==> config.mk <==
export PLATFORM = sky130hd
export DESIGN_NAME = wm8731_cfg_arb
export DESIGN_NICKNAME = d
export VERILOG_FILES = /design/src/rtl/wm8731_pkg.sv /design/src/rtl/wm8731_cfg_arb_rr_arbiter.sv /design/src/rtl/wm8731_cfg_arb.sv
export SDC_FILE = /design/constraint.sdc
export NUM_CORES = 1
export LEC_CHECK = 0
export BUFFER_PORTS_ARGS = -buffer_cell sky130_fd_sc_hd__buf_2
export CORE_ASPECT_RATIO = 1.2
export CORE_MARGIN = 2
export CORE_UTILIZATION = 55
export CTS_BUF_LIST = sky130_fd_sc_hd__clkbuf_2 sky130_fd_sc_hd__clkbuf_4 sky130_fd_sc_hd__clkbuf_8
export DETAILED_ROUTE_END_ITERATION = 10
export GPL_ROUTABILITY_DRIVEN = 0
export GPL_TIMING_DRIVEN = 0
export PLACE_DENSITY_LB_ADDON = 0.1
export SETUP_SLACK_MARGIN = 0.4
export SLEW_MARGIN = 25
export SYNTH_ARGS = -nofsm -noshare
export SYNTH_HDL_FRONTEND = slang
export SYNTH_SLANG_ARGS = --single-unit
export TNS_END_PERCENT = 5
==> constraint.sdc <==
create_clock -name i_clk -period 6.2 [get_ports i_clk]
set_input_delay 1.24 -clock i_clk [delete_from_list [all_inputs] [get_ports i_clk]]
set_output_delay 1.24 -clock i_clk [all_outputs]
set_load 0.005 [all_outputs]
==> src/rtl/wm8731_pkg.sv <==
// Shared definitions for the WM8731 configuration arbiter: FSM state
// encoding and the codec register addresses used by the requesters.
package wm8731_pkg;

    typedef enum logic [2:0] {
        s_WAIT_INIT = 3'd0,
        s_IDLE      = 3'd1,
        s_ISSUE     = 3'd2,
        s_WAIT_BUSY = 3'd3,
        s_WAIT_DONE = 3'd4,
        s_ACK       = 3'd5
    } state_e;

    localparam logic [6:0] LINVOL   = 7'h00;
    localparam logic [6:0] RINVOL   = 7'h01;
    localparam logic [6:0] LHPOUT   = 7'h02;
    localparam logic [6:0] RHPOUT   = 7'h03;
    localparam logic [6:0] DIGITAL  = 7'h05;
    localparam logic [6:0] SAMPLING = 7'h08;
    localparam logic [6:0] ACTIVE   = 7'h09;

endpackage

==> src/rtl/wm8731_cfg_arb_rr_arbiter.sv <==
// Combinational round-robin pick: searches req_i starting at ptr_i and
// wrapping, returns the first set requester.
//   req_i     - request vector
//   ptr_i     - index with highest priority this round
//   valid_c_o - any request set
//   idx_c_o   - winning requester index
module rr_arbiter #(
    parameter  int unsigned p_NUM_REQ = 4,
    localparam int unsigned IDX_W     = $clog2(p_NUM_REQ)
) (
    input  logic [p_NUM_REQ-1:0] req_i,
    input  logic [IDX_W-1:0]     ptr_i,
    output logic                 valid_c_o,
    output logic [IDX_W-1:0]     idx_c_o
);

    // First requester found in order ptr, ptr+1, ... wins.
    always_comb begin
        valid_c_o = 1'b0;
        idx_c_o   = '0;
        for (int unsigned i = 0; i < p_NUM_REQ; i++) begin
            if (!valid_c_o && req_i[IDX_W'((32'(ptr_i) + i) % p_NUM_REQ)]) begin
                valid_c_o = 1'b1;
                idx_c_o   = IDX_W'((32'(ptr_i) + i) % p_NUM_REQ);
            end
        end
    end

endmodule

==> src/rtl/wm8731_cfg_arb.sv <==
// Round-robin arbiter sharing the WM8731 register-write port among
// p_NUM_REQ requesters; waits for the writer's power-up init first and
// aborts a write that exceeds p_TIMEOUT cycles.
//   i_clk, i_rstn          - clock, synchronous active-low reset
//   i_req/i_addr/i_data    - per-requester level request and payload
//   o_ack, o_timeout       - end-of-write pulse to the winner, abort flag
//   o_reg_addr/o_reg_data  - payload held for the register writer
//   o_start, i_wr_done     - writer handshake
//   o_busy                 - high outside s_IDLE
module wm8731_cfg_arb
    import wm8731_pkg::*;
#(
    parameter int unsigned p_NUM_REQ = 4,
    parameter int unsigned p_TIMEOUT = 2000000
) (
    input  logic                   i_clk,
    input  logic                   i_rstn,
    input  logic [p_NUM_REQ-1:0]   i_req,
    input  logic [p_NUM_REQ*7-1:0] i_addr,
    input  logic [p_NUM_REQ*9-1:0] i_data,
    output logic [p_NUM_REQ-1:0]   o_ack,
    output logic                   o_timeout,
    output logic [6:0]             o_reg_addr,
    output logic [8:0]             o_reg_data,
    output logic                   o_start,
    input  logic                   i_wr_done,
    output logic                   o_busy
);

    localparam int unsigned IDX_W = $clog2(p_NUM_REQ);
    localparam int unsigned CNT_W = $clog2(p_TIMEOUT);

    state_e               state_q,   state_d;
    logic [IDX_W-1:0]     ptr_q,     ptr_d;
    logic [IDX_W-1:0]     win_q,     win_d;
    logic [CNT_W-1:0]     cnt_q,     cnt_d;
    logic [6:0]           addr_q,    addr_d;
    logic [8:0]           data_q,    data_d;
    logic                 start_q,   start_d;
    logic [p_NUM_REQ-1:0] ack_q,     ack_d;
    logic                 timeout_q, timeout_d;
    logic                 busy_q,    busy_d;

    logic                 grant_valid;
    logic [IDX_W-1:0]     grant_idx;

    rr_arbiter #(.p_NUM_REQ(p_NUM_REQ)) u_rr (
        .req_i     (i_req),
        .ptr_i     (ptr_q),
        .valid_c_o (grant_valid),
        .idx_c_o   (grant_idx)
    );

    // State and output registers.
    always_ff @(posedge i_clk) begin
        if (!i_rstn) begin
            state_q   <= s_WAIT_INIT;
            ptr_q     <= '0;
            win_q     <= '0;
            cnt_q     <= '0;
            addr_q    <= '0;
            data_q    <= '0;
            start_q   <= 1'b0;
            ack_q     <= '0;
            timeout_q <= 1'b0;
            busy_q    <= 1'b1;
        end else begin
            state_q   <= state_d;
            ptr_q     <= ptr_d;
            win_q     <= win_d;
            cnt_q     <= cnt_d;
            addr_q    <= addr_d;
            data_q    <= data_d;
            start_q   <= start_d;
            ack_q     <= ack_d;
            timeout_q <= timeout_d;
            busy_q    <= busy_d;
        end
    end

    // Next state; pulse outputs are set on the transition into the state
    // in which they must be visible.
    always_comb begin
        state_d   = state_q;
        ptr_d     = ptr_q;
        win_d     = win_q;
        cnt_d     = cnt_q;
        addr_d    = addr_q;
        data_d    = data_q;
        start_d   = 1'b0;
        ack_d     = '0;
        timeout_d = 1'b0;

        case (state_q)
            s_WAIT_INIT: begin
                if (i_wr_done) state_d = s_IDLE;
            end
            s_IDLE: begin
                if (grant_valid && i_wr_done) begin
                    win_d   = grant_idx;
                    addr_d  = 7'(i_addr >> (7 * 32'(grant_idx)));
                    data_d  = 9'(i_data >> (9 * 32'(grant_idx)));
                    cnt_d   = '0;
                    start_d = 1'b1;
                    state_d = s_ISSUE;
                end
            end
            s_ISSUE: begin
                state_d = s_WAIT_BUSY;
            end
            s_WAIT_BUSY: begin
                cnt_d = cnt_q + 1'b1;
                // Writer drops done to acknowledge the start.
                if (!i_wr_done) begin
                    state_d = s_WAIT_DONE;
                end else if (cnt_q == CNT_W'(p_TIMEOUT - 1)) begin
                    state_d      = s_ACK;
                    ack_d[win_q] = 1'b1;
                    timeout_d    = 1'b1;
                end
            end
            s_WAIT_DONE: begin
                cnt_d = cnt_q + 1'b1;
                if (i_wr_done) begin
                    state_d      = s_ACK;
                    ack_d[win_q] = 1'b1;
                end else if (cnt_q == CNT_W'(p_TIMEOUT - 1)) begin
                    state_d      = s_ACK;
                    ack_d[win_q] = 1'b1;
                    timeout_d    = 1'b1;
                end
            end
            s_ACK: begin
                // Served requester drops to lowest priority.
                ptr_d   = (win_q == IDX_W'(p_NUM_REQ - 1)) ? '0 : win_q + 1'b1;
                state_d = s_IDLE;
            end
            default: begin
                state_d = s_WAIT_INIT;
            end
        endcase

        busy_d = (state_d != s_IDLE);
    end

    assign o_ack      = ack_q;
    assign o_timeout  = timeout_q;
    assign o_reg_addr = addr_q;
    assign o_reg_data = data_q;
    assign o_start    = start_q;
    assign o_busy     = busy_q;

endmodule

==> impl_metrics.env <==
export IMPL_status="finished clean"
export IMPL_viasPerCell=5.675
export IMPL_numCtsBuffers=5
export IMPL_die_x_um=68.14
export IMPL_slowest_stage="nor4_1"
export IMPL_reg2reg_to="cnt_q[17]"
export IMPL_synth_most_common_cell="dfxtp_1"
export IMPL_wl_per_cell_um=13.81
export IMPL_async_reset_ff_share_pct=0
export IMPL_synth_edff_count=0
export IMPL_cts_sinks=51
export IMPL_startpoint_type="input pin"
export IMPL_syn_avg_cell_area_um2=8.730
export IMPL_initial_utilization_pct=56.16
export IMPL_antenna_cells=0
export IMPL_multiInputGateArea_mm2=0.001575
export IMPL_r2r_start="state_q[0]"
export IMPL_regArea_mm2=0.001021
export IMPL_cts_resized=0
export IMPL_synthDistinctLibCells=49
export IMPL_ant_nets=0
export IMPL_ys_flop_type="dfxtp_1"
export IMPL_skew_ns=0.01444
export IMPL_cts_max_path_buffers=2
export IMPL_cp_num_buf_inv=4
export IMPL_crit_type="in2reg"
export IMPL_drc=0
export IMPL_hold_buffers=0
export IMPL_use_met2_pct=42.91
export IMPL_hold_viol_final=0
export IMPL_synth_top_cell_by_area="dfxtp_1"
export IMPL_cts_setup_buffers=0
export IMPL_p_leak_uw=0.001364
export IMPL_synthTopCellsByCount="dfxtp_1, nand2_1, mux2i_1"
export IMPL_grt_use_met1_pct=28.88
export IMPL_slew_headroom_pct=50.48
export IMPL_io_buffers=92
export IMPL_worstPathMaxFanout=10
export IMPL_timing_fmax_ghz=0.3303
export IMPL_finalNonFillerCells=471
export IMPL_met3_usage_pct=4.848
export IMPL_drv_cap=0
export IMPL_placed_cells=463
export IMPL_path_delay_family="buffers and inverters"
export IMPL_max_vdd_ir_drop_v=0.0001045
export IMPL_grt_max_degree=15
export IMPL_grt_first_pass_wirelength_mm=10.34
export IMPL_ys_warnings_count=0
export IMPL_drive_above_1_share_pct=26.76
export IMPL_track_usage_pct=24.23
export IMPL_crit_chain="buf_2 > nor4_1 > or4_1 > clkbuf_1 > and2_1 > clkbuf_1 > buf_2 > nand2_1 > o221ai_1"
export IMPL_fin_crit_ns=3.028
export IMPL_synth_area_mm2=0.002715
export IMPL_setup_violations=0
export IMPL_ys_seq_area_share_pct=37.60
export IMPL_cp_arrival_ns=3.25
export IMPL_fp_row_count=28
export IMPL_nets=486
export IMPL_r2r_slack_ns=3.87
export IMPL_tightest_slew_ns=0.7429
export IMPL_min_path_type="reg2reg"
export IMPL_dr_pass1_iters=4
export IMPL_vias=2673
export IMPL_fin_crit_sh_pct=48.84
export IMPL_synth_seq_cells=51
export IMPL_post_dp_hpwl_mm=4.929
export IMPL_rsz0062_at_grt="no"
export IMPL_hold_depth=2
export IMPL_synthToLayoutAreaGrowth_pct=23.00
export IMPL_clkTransAtPathRegs_ns=0.09
export IMPL_die_area_mm2=0.005517
export IMPL_slew_viol_final=0
export IMPL_io_pins=94
export IMPL_worstHoldStart="o_reg_addr[6]"
export IMPL_fin_setup_tns_ns=0
export IMPL_postSynthCellCount=311
export IMPL_clkLatencyLatePin_ns=0.31
export IMPL_drt_total_wl_mm=6.505
export IMPL_core_mm2=0.004835
export IMPL_antenna_found_initial=0
export IMPL_min_to="o_reg_addr[6]"
export IMPL_grt_overflow=0
export IMPL_power_density_mw_per_mm2=190.6
export IMPL_endpoint_kind="flip-flop"
export IMPL_synth_area_leaders="dfxtp_1, mux2i_1, nand2_1, o221ai_1, a31oi_1"
export IMPL_drt_iter0_drc=137
export IMPL_synth_top_area_share_pct=37.60
export IMPL_die_h_um=80.97
export IMPL_reg2regPathDepth=7
export IMPL_cts_root_buf="clkbuf_8"
export IMPL_synth_nets=387
export IMPL_slowest_delay_ns=0.49
export IMPL_busiest_layer="met2"
export IMPL_grt_pass1_vias=2407
export IMPL_ctsHtreeMaxLevel=2
export IMPL_tritoncts="yes"
export IMPL_num_fill_cells=409
export IMPL_crit_required_ns=6.42
-- logic make-up after synthesis --
| kind of cell | synth area share, % |
|---|---|
| and+or+nand+nor | 22.40 |
| AOI/OAI and AO/OA | 18.39 |
| adders and majority gates | 2.304 |
| muxes | 14.93 |
| DFF | 37.60 |
| buffers and inverters | 4.378 |
-- per-layer routing --
metal	vias to the layer above	part of all wire, %	wire, um
met5	-	0	0
met4	0	1.5	95
met3	9	4.9	319
met2	84	49	3205
met1	1223	44	2884
li1	1357	-	-
-- stage by stage --
step | cell area [um2] | total power, uW | hold slack [ns] | utilization, % | setup WS, ns
after floorplan | 2715 | 404.1 | 0.4435 | - | 3.360
after detailed placement | 3251 | 447.9 | 0.4465 | 67.24 | 2.868
after global placement | 3251 | 445.9 | 0.4435 | 67.24 | 2.879
after CTS | 3339 | 639.9 | 0.4729 | 69.07 | 3.174
final | 3339 | 636.4 | 0.4717 | 69.07 | 3.172
after global routing | 3339 | 660.7 | 0.4953 | 69.07 | 2.903
-- worst max-delay path by stage --
stage               cells after the start       from            end
CTS                                     9   i_req[0]  o_reg_data[5]
floorplan                               9  i_wr_done  o_reg_addr[0]
global route                            9   i_req[0]  o_reg_addr[1]
detailed placement                      9   i_req[0]  o_reg_data[5]
global placement                        9   i_req[0]  o_reg_data[5]
finish                                  9   i_req[0]  o_reg_data[5]
-- report_power, final --
part	leakage [uW]	switching (uW)	internal [uW]	total, uW
Combinational	0.000902	52.2	45.5	97.8
Clock	0.0000491	108	88.2	196
Sequential	0.000413	5.77	337	343
-- registers in the layout, summed over array words and instances, names as in the netlist --
signal / count
cnt_q: 21
o_reg_data: 9
o_reg_addr: 7
o_ack: 4
state_q: 3
ptr_q: 2
win_q: 2
o_busy: 1
o_start: 1
o_timeout: 1
-- cells in the final DEF (no fill, tap or decap), drive strengths merged, types with 3 or more instances in the layout --
cell and n:
buf 99, dfxtp 51, nand2 44, mux2i 36, clkbuf 20, nor2 17, o221ai 16, a21oi 13
nand3 12, a31oi 11, inv 10, o21ai 10, or4 7, and2 5, ha 5, nand3b 4
nand2b 4, o211ai 4, nor3 4, mux2 4, nand4 3, and4 3
-- worst register-to-register path: cells and delay by family (launching register included) --
family | cells | cell delay [ns]
AOI/OAI and AO/OA | 1 | 0.61
buffers and inverters | 2 | 0.77
and+or+nand+nor | 3 | 0.35
DFF | 1 | 0.38
muxes | 1 | 0.17
-- cell type report --
cell class                      instances  share of cell area [%]
Timing Repair Buffer                   92                   13.79
Sequential cell                        51                   30.57
Tap cell                               60                   2.248
Buffer                                 20                   2.435
Inverter                               10                   1.124
Clock buffer                            7                   2.510
Multi-Input combinational cell        230                   47.17
Clock inverter                          1                  0.1499
Power figures use the tool's default switching activity.
